<file path="config.mk">
export PLATFORM = sky130hd
export DESIGN_NAME = acq_sequencer
export DESIGN_NICKNAME = d
export VERILOG_FILES = /design/src/rtl/acq_sequencer.sv
export SDC_FILE = /design/constraint.sdc
export NUM_CORES = 1
export LEC_CHECK = 0
export CAP_MARGIN = 20
export CORE_MARGIN = 4
export CORE_UTILIZATION = 30
export DETAILED_ROUTE_END_ITERATION = 7
export GPL_TIMING_DRIVEN = 0
export PLACE_DENSITY = 0.5
export SLEW_MARGIN = 40
export SYNTH_ARGS = -nofsm -noshare
export SYNTH_HDL_FRONTEND = slang
export SYNTH_SLANG_ARGS = --single-unit
</file>
<file path="constraint.sdc">
create_clock -name clk -period 3.7 [get_ports clk]
set_clock_uncertainty 0.2 [all_clocks]
set_input_delay 0.37 -clock clk [delete_from_list [all_inputs] [get_ports clk]]
set_output_delay 0.37 -clock clk [all_outputs]
set_load 0.02 [all_outputs]
</file>
<file path="src/rtl/acq_sequencer.sv">
// acq_sequencer: drives a peripheral through reset, mask, start, acquisition
// window and register readout by issuing commands to an SPI command driver.
// Each command goes ISSUE (2-cycle strobe) -> WAIT_CPL (completion edge) -> GAP.
module acq_sequencer #(
    parameter int GAP_CYCLES  = 10,
    parameter int CMD_TIMEOUT = 4096
) (
    input  logic        clk,
    input  logic        rstn,
    input  logic        run_start,
    input  logic        abort,
    input  logic [7:0]  cfg_mask,
    input  logic [15:0] cfg_wait_cycles,
    input  logic [7:0]  cfg_read_addr,
    input  logic [7:0]  cfg_num_regs,
    output logic        new_command,
    output logic        is_write,
    output logic [7:0]  write_register_addr,
    output logic [7:0]  write_data,
    output logic [7:0]  start_read_register_addr,
    output logic [7:0]  num_regs_to_read,
    input  logic        write_complete,
    input  logic        read_complete,
    output logic        busy,
    output logic        done,
    output logic        error,
    output logic        aborted,
    output logic [2:0]  step
);

    typedef enum logic [2:0] {
        S_IDLE,
        S_ISSUE,
        S_WAIT,
        S_GAP,
        S_ACQ
    } state_t;

    typedef struct packed {
        logic       wr;
        logic [7:0] waddr;
        logic [7:0] wdata;
        logic [7:0] raddr;
        logic [7:0] nregs;
    } cmd_t;

    localparam logic [2:0] STEP_IDLE    = 3'd0;
    localparam logic [2:0] STEP_RST     = 3'd1;
    localparam logic [2:0] STEP_MASK    = 3'd2;
    localparam logic [2:0] STEP_START   = 3'd3;
    localparam logic [2:0] STEP_ACQ     = 3'd4;
    localparam logic [2:0] STEP_READOUT = 3'd5;
    localparam logic [2:0] STEP_READ    = 3'd6;

    // Counters hold 0..N-1 and leave their state at N-1, so they never wrap.
    localparam int GW = (GAP_CYCLES > 1) ? $clog2(GAP_CYCLES) : 1;
    localparam int TW = (CMD_TIMEOUT > 1) ? $clog2(CMD_TIMEOUT) : 1;

    state_t       state_q;
    logic [2:0]   step_q;
    cmd_t         cmd_q;
    logic         nc_q;
    logic         busy_q;
    logic         done_q;
    logic         error_q;
    logic         aborted_q;
    logic         issue_q;
    logic [TW-1:0] tmo_q;
    logic [GW-1:0] gap_q;
    logic [15:0]  acq_q;
    logic [7:0]   mask_q;
    logic [15:0]  wait_q;
    logic [7:0]   raddr_q;
    logic [7:0]   nregs_q;
    logic         wc_q;
    logic         rc_q;
    logic [2:0]   next_step_d;
    logic         cpl_edge;

    // Command fields for a step; fields unused by the command type stay zero.
    function automatic cmd_t cmd_for(input logic [2:0] s, input logic [7:0] mask,
                                     input logic [7:0] raddr, input logic [7:0] nregs);
        cmd_t c;
        c = '0;
        case (s)
            STEP_RST:     begin c.wr = 1'b1; c.waddr = 8'h02; c.wdata = 8'h01; end
            STEP_MASK:    begin c.wr = 1'b1; c.waddr = 8'h01; c.wdata = mask;  end
            STEP_START:   begin c.wr = 1'b1; c.waddr = 8'h02; c.wdata = 8'h03; end
            STEP_READOUT: begin c.wr = 1'b1; c.waddr = 8'h02; c.wdata = 8'h02; end
            STEP_READ:    begin c.raddr = raddr; c.nregs = nregs;              end
            default:      c = '0;
        endcase
        return c;
    endfunction

    // A completion only counts as a 0->1 transition of the matching input.
    assign cpl_edge = cmd_q.wr ? (write_complete & ~wc_q) : (read_complete & ~rc_q);

    // Step that follows the current command step once its gap has elapsed.
    always_comb begin
        next_step_d = STEP_IDLE;
        case (step_q)
            STEP_RST:     next_step_d = STEP_MASK;
            STEP_MASK:    next_step_d = STEP_START;
            STEP_START:   next_step_d = (wait_q == 16'd0) ? STEP_READOUT : STEP_ACQ;
            STEP_READOUT: next_step_d = (nregs_q == 8'd0) ? STEP_IDLE : STEP_READ;
            default:      next_step_d = STEP_IDLE;
        endcase
    end

    // Sequencer FSM: reset beats abort beats timeout beats normal progress.
    always_ff @(posedge clk) begin
        if (!rstn) begin
            state_q   <= S_IDLE;
            step_q    <= STEP_IDLE;
            cmd_q     <= '0;
            nc_q      <= 1'b0;
            busy_q    <= 1'b0;
            done_q    <= 1'b0;
            error_q   <= 1'b0;
            aborted_q <= 1'b0;
            issue_q   <= 1'b0;
            tmo_q     <= '0;
            gap_q     <= '0;
            acq_q     <= '0;
            mask_q    <= '0;
            wait_q    <= '0;
            raddr_q   <= '0;
            nregs_q   <= '0;
            wc_q      <= 1'b0;
            rc_q      <= 1'b0;
        end else begin
            wc_q   <= write_complete;
            rc_q   <= read_complete;
            done_q <= 1'b0;
            if (state_q != S_IDLE && abort) begin
                state_q   <= S_IDLE;
                step_q    <= STEP_IDLE;
                cmd_q     <= '0;
                nc_q      <= 1'b0;
                busy_q    <= 1'b0;
                aborted_q <= 1'b1;
            end else if ((state_q == S_ISSUE || state_q == S_WAIT) &&
                         tmo_q == TW'(CMD_TIMEOUT - 1)) begin
                state_q <= S_IDLE;
                step_q  <= STEP_IDLE;
                cmd_q   <= '0;
                nc_q    <= 1'b0;
                busy_q  <= 1'b0;
                error_q <= 1'b1;
            end else begin
                case (state_q)
                    S_IDLE: begin
                        if (run_start) begin
                            mask_q    <= cfg_mask;
                            wait_q    <= cfg_wait_cycles;
                            raddr_q   <= cfg_read_addr;
                            nregs_q   <= cfg_num_regs;
                            error_q   <= 1'b0;
                            aborted_q <= 1'b0;
                            state_q   <= S_ISSUE;
                            step_q    <= STEP_RST;
                            cmd_q     <= cmd_for(STEP_RST, cfg_mask, cfg_read_addr, cfg_num_regs);
                            nc_q      <= 1'b1;
                            busy_q    <= 1'b1;
                            issue_q   <= 1'b0;
                            tmo_q     <= '0;
                        end
                    end
                    S_ISSUE: begin
                        tmo_q <= tmo_q + TW'(1);
                        if (issue_q) begin
                            state_q <= S_WAIT;
                            nc_q    <= 1'b0;
                        end else begin
                            issue_q <= 1'b1;
                        end
                    end
                    S_WAIT: begin
                        tmo_q <= tmo_q + TW'(1);
                        if (cpl_edge) begin
                            state_q <= S_GAP;
                            gap_q   <= '0;
                        end
                    end
                    S_GAP: begin
                        if (gap_q == GW'(GAP_CYCLES - 1)) begin
                            if (next_step_d == STEP_IDLE) begin
                                state_q <= S_IDLE;
                                step_q  <= STEP_IDLE;
                                cmd_q   <= '0;
                                busy_q  <= 1'b0;
                                done_q  <= 1'b1;
                            end else if (next_step_d == STEP_ACQ) begin
                                state_q <= S_ACQ;
                                step_q  <= STEP_ACQ;
                                acq_q   <= '0;
                            end else begin
                                state_q <= S_ISSUE;
                                step_q  <= next_step_d;
                                cmd_q   <= cmd_for(next_step_d, mask_q, raddr_q, nregs_q);
                                nc_q    <= 1'b1;
                                issue_q <= 1'b0;
                                tmo_q   <= '0;
                            end
                        end else begin
                            gap_q <= gap_q + GW'(1);
                        end
                    end
                    S_ACQ: begin
                        if (acq_q == wait_q - 16'd1) begin
                            state_q <= S_ISSUE;
                            step_q  <= STEP_READOUT;
                            cmd_q   <= cmd_for(STEP_READOUT, mask_q, raddr_q, nregs_q);
                            nc_q    <= 1'b1;
                            issue_q <= 1'b0;
                            tmo_q   <= '0;
                        end else begin
                            acq_q <= acq_q + 16'd1;
                        end
                    end
                    default: begin
                        state_q <= S_IDLE;
                        step_q  <= STEP_IDLE;
                        cmd_q   <= '0;
                        nc_q    <= 1'b0;
                        busy_q  <= 1'b0;
                    end
                endcase
            end
        end
    end

    assign new_command              = nc_q;
    assign is_write                 = cmd_q.wr;
    assign write_register_addr      = cmd_q.waddr;
    assign write_data               = cmd_q.wdata;
    assign start_read_register_addr = cmd_q.raddr;
    assign num_regs_to_read         = cmd_q.nregs;
    assign busy                     = busy_q;
    assign done                     = done_q;
    assign error                    = error_q;
    assign aborted                  = aborted_q;
    assign step                     = step_q;

endmodule
</file>
==> impl_metrics.tcl <==
set metrics [dict create \
    maxCapViolations 0 \
    fin_util_pct 40.4 \
    leakage_nw 2.68 \
    arrival_ns 3.57 \
    yosys_most_used_dff "dfxtp_1" \
    worstSetupPathType "reg2reg" \
    start_util_pct 30.8 \
    vdd_drop_max_v 0.000419 \
    finalCriticalPeriod_ns 3.45 \
    cts_root_buf "clkbuf_16" \
    synth_cell_types 67 \
    drive_above_1_share_pct 8.28 \
    ys_seq_area_share_pct 40.4 \
    clk_latency_ns 0.43 \
    cts_tree "yes" \
    wl_per_cell_microns 16.1 \
    synth_area_sq_um 5600 \
    pre_cts_slack_ns -0.185 \
    numCtsBuffers 17 \
    total_power_w 0.00469 \
    antenna_found_initial 0 \
    path_common_cell "nor4_1" \
    hold_path_class "reg2reg" \
    crit_path_max_fanout 10 \
    worstPathRequired_ns 3.82 \
    crit_chain "inv_1 > ha_1 > or3b_1 > clkbuf_1 > nor4_1 > xnor2_1 > o211ai_1 > nor4_4 > buf_4 > o31a_1 > buf_2 > nor4_1 > a31o_2" \
    tightest_slew_ns 0.776 \
    final_nets 896 \
    portBuffers 80 \
    grt_first_pass_wirelength_microns 28500 \
    path_clk_slew_ns 0.06 \
    drc 0 \
    antenna_left 0 \
    synth_edf_count 0 \
    finalWorstSetupSlack_ns 0.248 \
    p_int_w 0.00284 \
    row_count 49 \
    worstSetupStartpointType "flip-flop" \
    switching_share_pct 39.4 \
    multiInputGateArea_sq_um 3120 \
    regArea_sq_um 2260 \
    holdWs_ns 0.255 \
    diodes 0 \
    dieArea_sq_um 20900 \
    final_common_cell "nand2_1" \
    status "finished clean" \
    grt_max_degree 17 \
    avgSynthCellArea_sq_um 7.59 \
    num-fill-cells 1905 \
    power_frac_seq_pct 31.6 \
    htreeDepth 4 \
    grt_setup_unrepaired "false" \
    critPathMaxStageDelay_ns 0.37 \
    cp_top_family "simple AND/OR/NAND/NOR gates" \
    ios 87 \
    postRouteWirelength_microns 17500 \
    track_usage_pct 17.3 \
    yosys_warnings 0 \
    clockBufferDepth 2 \
    finalCritPeriodShare_pct 93.3 \
    coreArea_sq_um 18100 \
    die_h_microns 145 \
    hold_viol 0 \
    cellPowerDensity_nw_per_um2 639 \
    cts_sinks 113 \
    slew_viol_final 0 \
    pwr-share-clk_pct 32.9 \
    place.gp.congestion 0.858 \
    p_comb_share_pct 35.5 \
    hp-start "num_regs_to_read[1]" \
    slew_headroom_pct 47.9 \
    hpwlAfterDp_microns 12800 \
    fmaxAchievable_mhz 290 \
    async_flop_share_pct 0 \
    final_cell_mix "nand2_1, dfxtp_1, clkdlybuf4s50_1" \
    via_count 5574 \
    cp_slowest_cell "dfxtp_1" \
    via_per_inst 5.13 \
    syn_inst 738 \
    yosys_register_bits 113 \
    cts_hold_buf 0 \
    grt-ovfl-total 0 \
    cp_num_buf_inv 4 \
    critical_path.endpoint_type "flip-flop" \
    worst_r2r_startpoint "wait_q[0]" \
    p_sw_w 0.00185 \
    area_growth_pct 31.1 \
    firstDrtPassIters 5 \
    fp.dieW_microns 145 \
    setup.worst_path.start "wait_q[0]" \
    drtIter0Drc 328 \
    finalSetupViolations 0 \
    grt_pass1_vias 5421 \
]
[cells by family after synthesis]
family                   Yosys count  share of synthesized area [%]
other                              1                         0.0670
AO/OA/AOI/OAI                    200                           22.0
XOR/XNOR                          20                           3.13
flip-flops                       113                           40.4
buffers and inverters             65                           4.94
adder cells (fa/ha/maj)            5                           1.12
AND/OR/NAND/NOR                  334                           28.3
[power groups by stage]
stage | clock network, W | logic, W | registers [W]
after global placement | 0 | 0.00164 | 0.00151
after floorplan | 0 | 0.00106 | 0.00151
after CTS | 0.00158 | 0.00163 | 0.00148
after detailed placement | 0 | 0.00162 | 0.00151
after global routing | 0.00163 | 0.00186 | 0.00150
final | 0.00154 | 0.00167 | 0.00148
[through the flow]
step | TNS [ns] | instance area (sq um) | instances
6_report | 0 | 7340 | 1087
4_1_cts | 0 | 7280 | 1086
5_1_grt | 0 | 7340 | 1087
2_1_floorplan | 0 | 5620 | 743
3_3_place_gp | -2.08 | 6700 | 1052
3_5_place_dp | -2.51 | 6710 | 1052
[cell type report]
class / instances / share of cell area [%]
buffer: 49 / 3.03
tap: 229 / 3.90
clock inverter: 13 / 1.40
sequential: 113 / 30.8
inverter: 16 / 0.818
multi-input combinational: 565 / 42.5
clock buffer: 19 / 6.17
timing repair buffer: 83 / 11.4
[flip-flops by register name, summed over array words and instances, names as in the netlist, 2 cells and up]
register and flops:
acq_q 16, state_q 3, write_register_addr 2, step 3, num_regs_to_read 8, nregs_q 8, wait_q 16, mask_q 8
gap_q 4, start_read_register_addr 8, raddr_q 8, write_data 8, tmo_q 12
[worst reg2reg max path, stage by stage (launching register included)]
cell      delay, ns
dfxtp_1        0.37
inv_1          0.08
ha_1           0.22
or3b_1         0.37
clkbuf_1       0.19
nor4_1         0.36
xnor2_1        0.20
o211ai_1       0.19
nor4_4         0.24
buf_4          0.21
o31a_1         0.16
buf_2          0.26
nor4_1         0.08
a31o_2         0.22
[routing by layer]
layer | GRT usage, % | routed length (microns)
met2 | 26.7 | 7670
met4 | 5.84 | 361
met5 | 0 | 0
met3 | 5.82 | 1060
met1 | 22.7 | 8450
[Yosys cell counts, types with 5 or more instances]
library cell,count,area (sq um)
and3_1,12,75.1
or4_1,5,37.5
dfxtp_1,113,2260
o21ai_0,55,275
nor2b_1,5,31.3
or3_1,7,43.8
clkbuf_1,34,128
buf_2,8,40.0
inv_1,15,56.3
nand2b_1,6,37.5
a21o_1,7,52.6
nor4_1,9,56.3
buf_4,6,45.0
a21oi_1,74,370
xnor2_1,13,114
nand3_1,45,225
o211ai_1,7,52.6
o31ai_1,8,60.1
nand4_1,7,43.8
nor3_1,14,70.1
ha_1,5,62.6
and2_1,8,50.1
xor2_1,7,61.3
nor2_1,46,173
nand2_1,153,574
[what timing repair did]
item,CTS,global route
endpoints found under the setup margin,27,35
setup buffers,2,1
resized for setup,0,11
pin swaps,1,2
[final timing paths]
path | endpoint | slack (ns) | cells after the start
hold / removal | num_regs_to_read[1] | 0.26 | 2
setup / recovery | acq_q[3] | 0.25 | 13
setup reg to reg | acq_q[3] | 0.25 | 13
hold reg to reg | num_regs_to_read[1] | 0.26 | 2
Power figures use the tool's default switching activity.
